## config.mk

```make
export PLATFORM = sky130hd
export DESIGN_NAME = imem_loader
export DESIGN_NICKNAME = d
export VERILOG_FILES = /design/src/rtl/imem_loader_pkg.sv /design/src/rtl/imem_ram.sv /design/src/rtl/imem_loader.sv
export SDC_FILE = /design/constraint.sdc
export NUM_CORES = 1
export LEC_CHECK = 0
export ABC_AREA = 1
export CORE_AREA = 2 2 267 269
export CTS_CLUSTER_DIAMETER = 50
export CTS_CLUSTER_SIZE = 30
export DETAILED_ROUTE_END_ITERATION = 10
export DIE_AREA = 0 0 269 271
export DONT_BUFFER_PORTS = 1
export PLACE_DENSITY_LB_ADDON = 0.05
export REMOVE_ABC_BUFFERS = 1
export SLEW_MARGIN = 20
export SYNTH_ARGS = -nofsm -noshare
export SYNTH_HDL_FRONTEND = slang
export SYNTH_SLANG_ARGS = --single-unit
```

## constraint.sdc

```tcl
create_clock -name clk -period 3.6 [get_ports clk]
set_input_delay 0.36 -clock clk [delete_from_list [all_inputs] [get_ports clk]]
set_output_delay 0.36 -clock clk [all_outputs]
set_load 0.1 [all_outputs]
```

## src/rtl/imem_loader_pkg.sv

```systemverilog
// Shared definitions for the polirv instruction memory and boot loader.
// Loader state encoding, count width and word assembly helper.
package imem_loader_pkg;

    localparam int LD_CNT_W = 16;

    typedef enum logic [1:0] {
        HDR0 = 2'd0,
        HDR1 = 2'd1,
        DATA = 2'd2,
        RUN  = 2'd3
    } ld_state_t;

    // Little-endian word: first three bytes held, last byte arrives live
    function automatic logic [31:0] pack_word(
        input logic [23:0] lo,
        input logic [7:0]  hi
    );
        return {hi, lo};
    endfunction

endpackage

```

## src/rtl/imem_ram.sv

```systemverilog
// Instruction word array for polirv.
// Synchronous write port, combinational read port, no reset.
module imem_ram #(
    parameter int i_addr_bits = 6
) (
    input  logic                   clk,
    input  logic                   we,
    input  logic [i_addr_bits-3:0] waddr,
    input  logic [31:0]            wdata,
    input  logic [i_addr_bits-3:0] raddr,
    output logic [31:0]            rdata
);

    localparam int DEPTH = 2 ** (i_addr_bits - 2);

    logic [31:0] mem [DEPTH];

    // Write on the clock edge; contents survive reset
    always_ff @(posedge clk) begin
        if (we) begin
            mem[waddr] <= wdata;
        end
    end

    // Read is combinational so the old word is seen until the write edge
    assign rdata = mem[raddr];

endmodule

```

## src/rtl/imem_loader.sv

```systemverilog
// Boot loader and instruction memory sitting in front of polirv.
// Takes a byte stream (count, then words) while holding the core in reset.
module imem_loader
    import imem_loader_pkg::*;
#(
    parameter int i_addr_bits = 6
) (
    input  logic                   clk,
    input  logic                   rst_n,
    input  logic                   ld_valid,
    input  logic [7:0]             ld_byte,
    output logic                   ld_ready,
    input  logic                   reload,
    output logic                   core_rst_n,
    output logic                   done,
    output logic                   err,
    input  logic [i_addr_bits-1:0] i_mem_addr,
    output logic [31:0]            i_mem_data
);

    localparam int WA    = i_addr_bits - 2;
    localparam int DEPTH = 2 ** WA;

    ld_state_t             state_q;
    ld_state_t             state_d;

    logic [LD_CNT_W-1:0]   cnt;
    logic [LD_CNT_W-1:0]   widx;
    logic [LD_CNT_W-1:0]   widx_inc;
    logic [1:0]            bidx;
    logic [23:0]           shift;

    logic                  xfer;
    logic                  last_byte;
    logic                  in_range;
    logic                  last_word;
    logic [LD_CNT_W-1:0]   full_cnt;

    logic                  we;
    logic [WA-1:0]         waddr;
    logic [31:0]           wdata;

    logic                  unused_addr_lsb;

    assign xfer      = ld_valid && ld_ready;
    assign last_byte = (bidx == 2'd3);
    assign widx_inc  = widx + 16'd1;
    assign in_range  = (widx < 16'(DEPTH));
    assign last_word = (widx_inc == cnt);
    assign full_cnt  = {ld_byte, cnt[7:0]};

    assign unused_addr_lsb = ^i_mem_addr[1:0];

    // State register
    always_ff @(posedge clk or negedge rst_n) begin
        if (!rst_n) begin
            state_q <= HDR0;
        end else begin
            state_q <= state_d;
        end
    end

    // Next-state decode: header, data words, then run until reload
    always_comb begin
        state_d = state_q;
        unique case (state_q)
            HDR0: begin
                if (xfer) begin
                    state_d = HDR1;
                end
            end
            HDR1: begin
                if (xfer) begin
                    state_d = (full_cnt == '0) ? RUN : DATA;
                end
            end
            DATA: begin
                if (xfer && last_byte && last_word) begin
                    state_d = RUN;
                end
            end
            RUN: begin
                if (reload) begin
                    state_d = HDR0;
                end
            end
            default: state_d = HDR0;
        endcase
    end

    // Outputs: byte accept and RAM write strobe
    always_comb begin
        ld_ready = (state_q != RUN);
        we       = 1'b0;
        waddr    = widx[WA-1:0];
        wdata    = pack_word(shift, ld_byte);
        if (state_q == DATA && xfer && last_byte && in_range) begin
            we = 1'b1;
        end
    end

    // Header count, word/byte indices and partial word assembly
    always_ff @(posedge clk or negedge rst_n) begin
        if (!rst_n) begin
            cnt   <= '0;
            widx  <= '0;
            bidx  <= '0;
            shift <= '0;
        end else if (xfer) begin
            unique case (state_q)
                HDR0: begin
                    cnt[7:0] <= ld_byte;
                end
                HDR1: begin
                    cnt[15:8] <= ld_byte;
                    widx      <= '0;
                    bidx      <= '0;
                end
                DATA: begin
                    unique case (bidx)
                        2'd0: shift[7:0]   <= ld_byte;
                        2'd1: shift[15:8]  <= ld_byte;
                        2'd2: shift[23:16] <= ld_byte;
                        2'd3: widx         <= widx_inc;
                        default: ;
                    endcase
                    bidx <= bidx + 2'd1;
                end
                RUN: ;
                default: ;
            endcase
        end
    end

    // Core reset and done follow the registered RUN state
    always_ff @(posedge clk or negedge rst_n) begin
        if (!rst_n) begin
            core_rst_n <= 1'b0;
            done       <= 1'b0;
        end else begin
            core_rst_n <= (state_d == RUN);
            done       <= (state_d == RUN);
        end
    end

    // Sticky overflow flag, cleared only by reset or reload
    always_ff @(posedge clk or negedge rst_n) begin
        if (!rst_n) begin
            err <= 1'b0;
        end else if (state_q == RUN && reload) begin
            err <= 1'b0;
        end else if (state_q == DATA && xfer && last_byte && !in_range) begin
            err <= 1'b1;
        end
    end

    imem_ram #(
        .i_addr_bits(i_addr_bits)
    ) u_ram (
        .clk   (clk),
        .we    (we),
        .waddr (waddr),
        .wdata (wdata),
        .raddr (i_mem_addr[i_addr_bits-1:2]),
        .rdata (i_mem_data)
    );

endmodule

```

==> impl_metrics.toml <==
[outcome]
status = "complete, no violations"

[routing]
top_layer_used = "met4"
drtIter0Drc = 915
routed_wl_um = 63600
first_pass_iters = 5
wl_met2_um = 30100
wl_met1_um = 29800
wl_met3_um = 2350
avgRoutedWirePerCell_um = 22.4
viasPerCell = 4.95
via_count = 14016
drcViolationCount = 0
antenna_left = 0

[yosys]
synthAdderAreaFrac = 0.00690
synthSimpleGateAreaFrac = 0.0595
synth-compound-area-share = 0.112
synth_ff_type = "edfxtp_1"
synth_area_sq_mm = 0.0236
synthMuxAreaShare = 0.0543
yosys_warnings = 0
synthArstFlopShare = 0.108
synth_edf_count = 512
ys_types = 29
synth_top_family_by_area = "compound AO/OA/AOI/OAI gates"
yosysSeqAreaShare = 0.718
synth_seq_cells = 574
synthXorXnorAreaFrac = 0.00340
synthCells = 1779
avgSynthCellArea_sq_um = 13.3

[worst_setup_path]
arrival_ps = 3160
worst-path-buf-inv = 2
path_delay_family = "simple AND/OR/NAND/NOR gates"
critPathRequiredTime_ps = 3840
cp_num_cells = 9
reg2reg_depth = 9
startpoint_type = "flip-flop"
regToRegStartpoint = "state_q[0]"
cp-end-kind = "flip-flop"
slowest_stage = "buf_4"
startpoint = "state_q[0]"
crit_top_cell = "nand2_1"
cp_max_fo = 22
cp_cell_sequence = "ha_1, inv_1, nand2_1, nor2_1, nand2_1, nor2_1, nand2_1, nor2_4, buf_4"
timing.critical_path.slowest_cell_delay_ps = 450
regToRegSetupSlack_ps = 680
cp-endpoint = "u_ram.mem[6][4]"
r2r_end = "u_ram.mem[6][4]"
worstSetupPathType = "flip-flop to flip-flop"

[placement]
place.port_buffers = 0
gp_congestion = 0.779
hpwl_um = 33300
place_area_sq_mm = 0.0250

[clock_tree]
clock_path_buffers = 3
htreeDepth = 3
clk_pin_slew_worst_paths_ps = 50
numCtsBuffers = 73
insertion_delay_ps = 610
cts.sinks = 574
tritoncts = "built"
cts-root-buf = "clkbuf_16"

[sta]
fmax_ghz = 0.342
final_hold_viol_count = 0
drv_slew = 0
period_share = 0.812
timing.slew.headroom = 0.373
rsz0062_at_grt = "false"
min_period_ps = 2920
setup_viol = 0
worst_pin_slew_ps = 943
finClkSkew_ps = 23.9

[hold_path]
hold_start = "ld_byte[1]"
hold_path_class = "input pin to flip-flop"

[power]
power_switching_mw = 5.13
p_int_mw = 13.1
sw_frac_of_total = 0.281
power.leakage_nw = 10.0
clkPwrFrac = 0.404
seqPwrFrac = 0.498
peakVddDrop_uv = 554
combPwrFrac = 0.099
pwr_density_cell_mw_per_mm2 = 661

[floorplanning]
placementRows = 97
dieArea_sq_mm = 0.0729
start_util = 0.338
die_x_um = 269
boundaryPins = 54
core_sq_mm = 0.0698
die_y_um = 271

[cells_and_area]
final_area_sq_mm = 0.0276
multi_input_area_sq_mm = 0.00570
fillers = 6553
seqCellArea_sq_mm = 0.0169
drive_gt1_frac = 0.118
finalNetCount = 1863
utilization = 0.396
antenna_cells = 0
area_delta_synth_final_pct = 17.2

[flow_run]
max_cap_viol_count = 0

[global_route]
grt_pass1_vias = 13993
grt_usage = 0.176
grt_pass1_wl_um = 93800
grt_max_degree = 385
antenna_found_initial = 0
gr-total-overflow = 0
Yosys cell counts (all sizes together), types with 2 or more instances:
master  count  share of area
edfxtp    512           0.65
nand4      10         0.0027
clkbuf     71          0.011
nor4        7         0.0019
dfrtp      62          0.066
nand3b      7         0.0022
nand3      84          0.018
ha         13         0.0069
mux2i     128          0.054
inv       178          0.028
xor2        3         0.0011
nand2     167          0.027
a21oi     131          0.028
xnor3       2         0.0019
o22ai       5         0.0013
o21ai     198          0.042
nor2       42         0.0081
buf        28         0.0060
o211ai    128          0.041
routing by layer:
layer / vias to the layer above / track usage
met2: 223 / 0.285
met3: 99 / 0.0314
met5: - / 0
met4: 0 / 0.0466
met1: 7023 / 0.244
li1: 6671 / -
power groups by stage:
stage               sequential (mW)  combinational (mW)  clock (mW)
floorplan                      8.85                1.34           0
global placement               9.21                1.75           0
detailed placement             9.23                1.76           0
CTS                            9.09                1.82        7.58
global route                   9.20                2.02        7.84
finish                         9.08                1.80        7.37
cell families after synthesis:
| group | count (synthesis) |
|---|---|
| AO/OA/AOI/OAI | 463 |
| AND/OR/NAND/NOR | 317 |
| buffers and inverters | 278 |
| XOR/XNOR | 6 |
| multiplexers | 128 |
| flip-flops | 574 |
| adder cells (fa/ha/maj) | 13 |
worst reg2reg max path, delay by kind of cell (launching register included):
family	cells	cell delay (ps)
buffers and inverters	2	520
AND/OR/NAND/NOR	6	1370
flip-flops	1	410
adder cells (fa/ha/maj)	1	230
sequential cells by signal, indices dropped and copies added, names as in the netlist:
register,cells
shift,24
done,1
cnt,16
err,1
bidx,2
state_q,2
u_ram.mem,512
widx,16
worst min path at each step:
| stage | depth (start not counted) | endpoint | slack, ps |
|---|---|---|---|
| after floorplan | 0 | bidx[0] | 60 |
| after global placement | 0 | done | 70 |
| after detailed placement | 0 | done | 70 |
| after CTS | 2 | shift[9] | 50 |
| after global routing | 2 | cnt[1] | 80 |
| final | 2 | cnt[1] | 100 |
final cells by class:
type                    count  share of cell area
flip-flops and latches    574               0.613
inverters                 179              0.0244
well taps                 940              0.0426
repair buffers             77              0.0244
clock inverters            55              0.0208
clock buffers              81              0.0691
multi-input cells         927               0.206
per-stage QoR:
step	hold slack, ps	TNS, ps	worst slack [ps]	power [mW]	instances
after global routing	79.5	0	452	19.1	2833
after floorplan	64.4	-127280	-249	10.2	1680
after detailed placement	67.3	0	621	11.0	2686
after CTS	51.2	0	597	18.5	2833
after global placement	68.4	0	634	11.0	2686
final	99.6	0	675	18.3	2833
cells in the final DEF, fill, tap and decap left out, types with 6 or more instances in the layout:
| master | synthesis | routed |
|---|---|---|
| a21oi_1 | 130 | 130 |
| buf_4 | 4 | 62 |
| bufinv_16 | 0 | 6 |
| clkbuf_16 | 0 | 75 |
| clkinv_2 | 0 | 8 |
| clkinv_4 | 0 | 8 |
| clkinvlp_4 | 0 | 12 |
| dfrtp_1 | 62 | 61 |
| dlygate4sd3_1 | 0 | 10 |
| edfxtp_1 | 512 | 512 |
| ha_1 | 13 | 13 |
| inv_1 | 178 | 175 |
| inv_6 | 0 | 11 |
| mux2i_1 | 128 | 128 |
| nand2_1 | 164 | 164 |
| nand3_1 | 84 | 84 |
| nand3b_1 | 7 | 7 |
| nand4_1 | 10 | 10 |
| nor2_1 | 37 | 21 |
| nor2_4 | 4 | 20 |
| nor4_1 | 7 | 7 |
| o211ai_1 | 128 | 128 |
| o21ai_0 | 197 | 197 |
what timing repair did:
| action | in CTS | in global routing |
|---|---|---|
| gates resized for setup | 0 | 0 |
| setup buffers | 0 | 0 |
| endpoints found under the setup margin | 0 | 0 |
| hold buffers | 11 | 0 |
| endpoints found under the hold margin | 191 | 0 |
No activity file was read; power rests on OpenSTA's default activity.
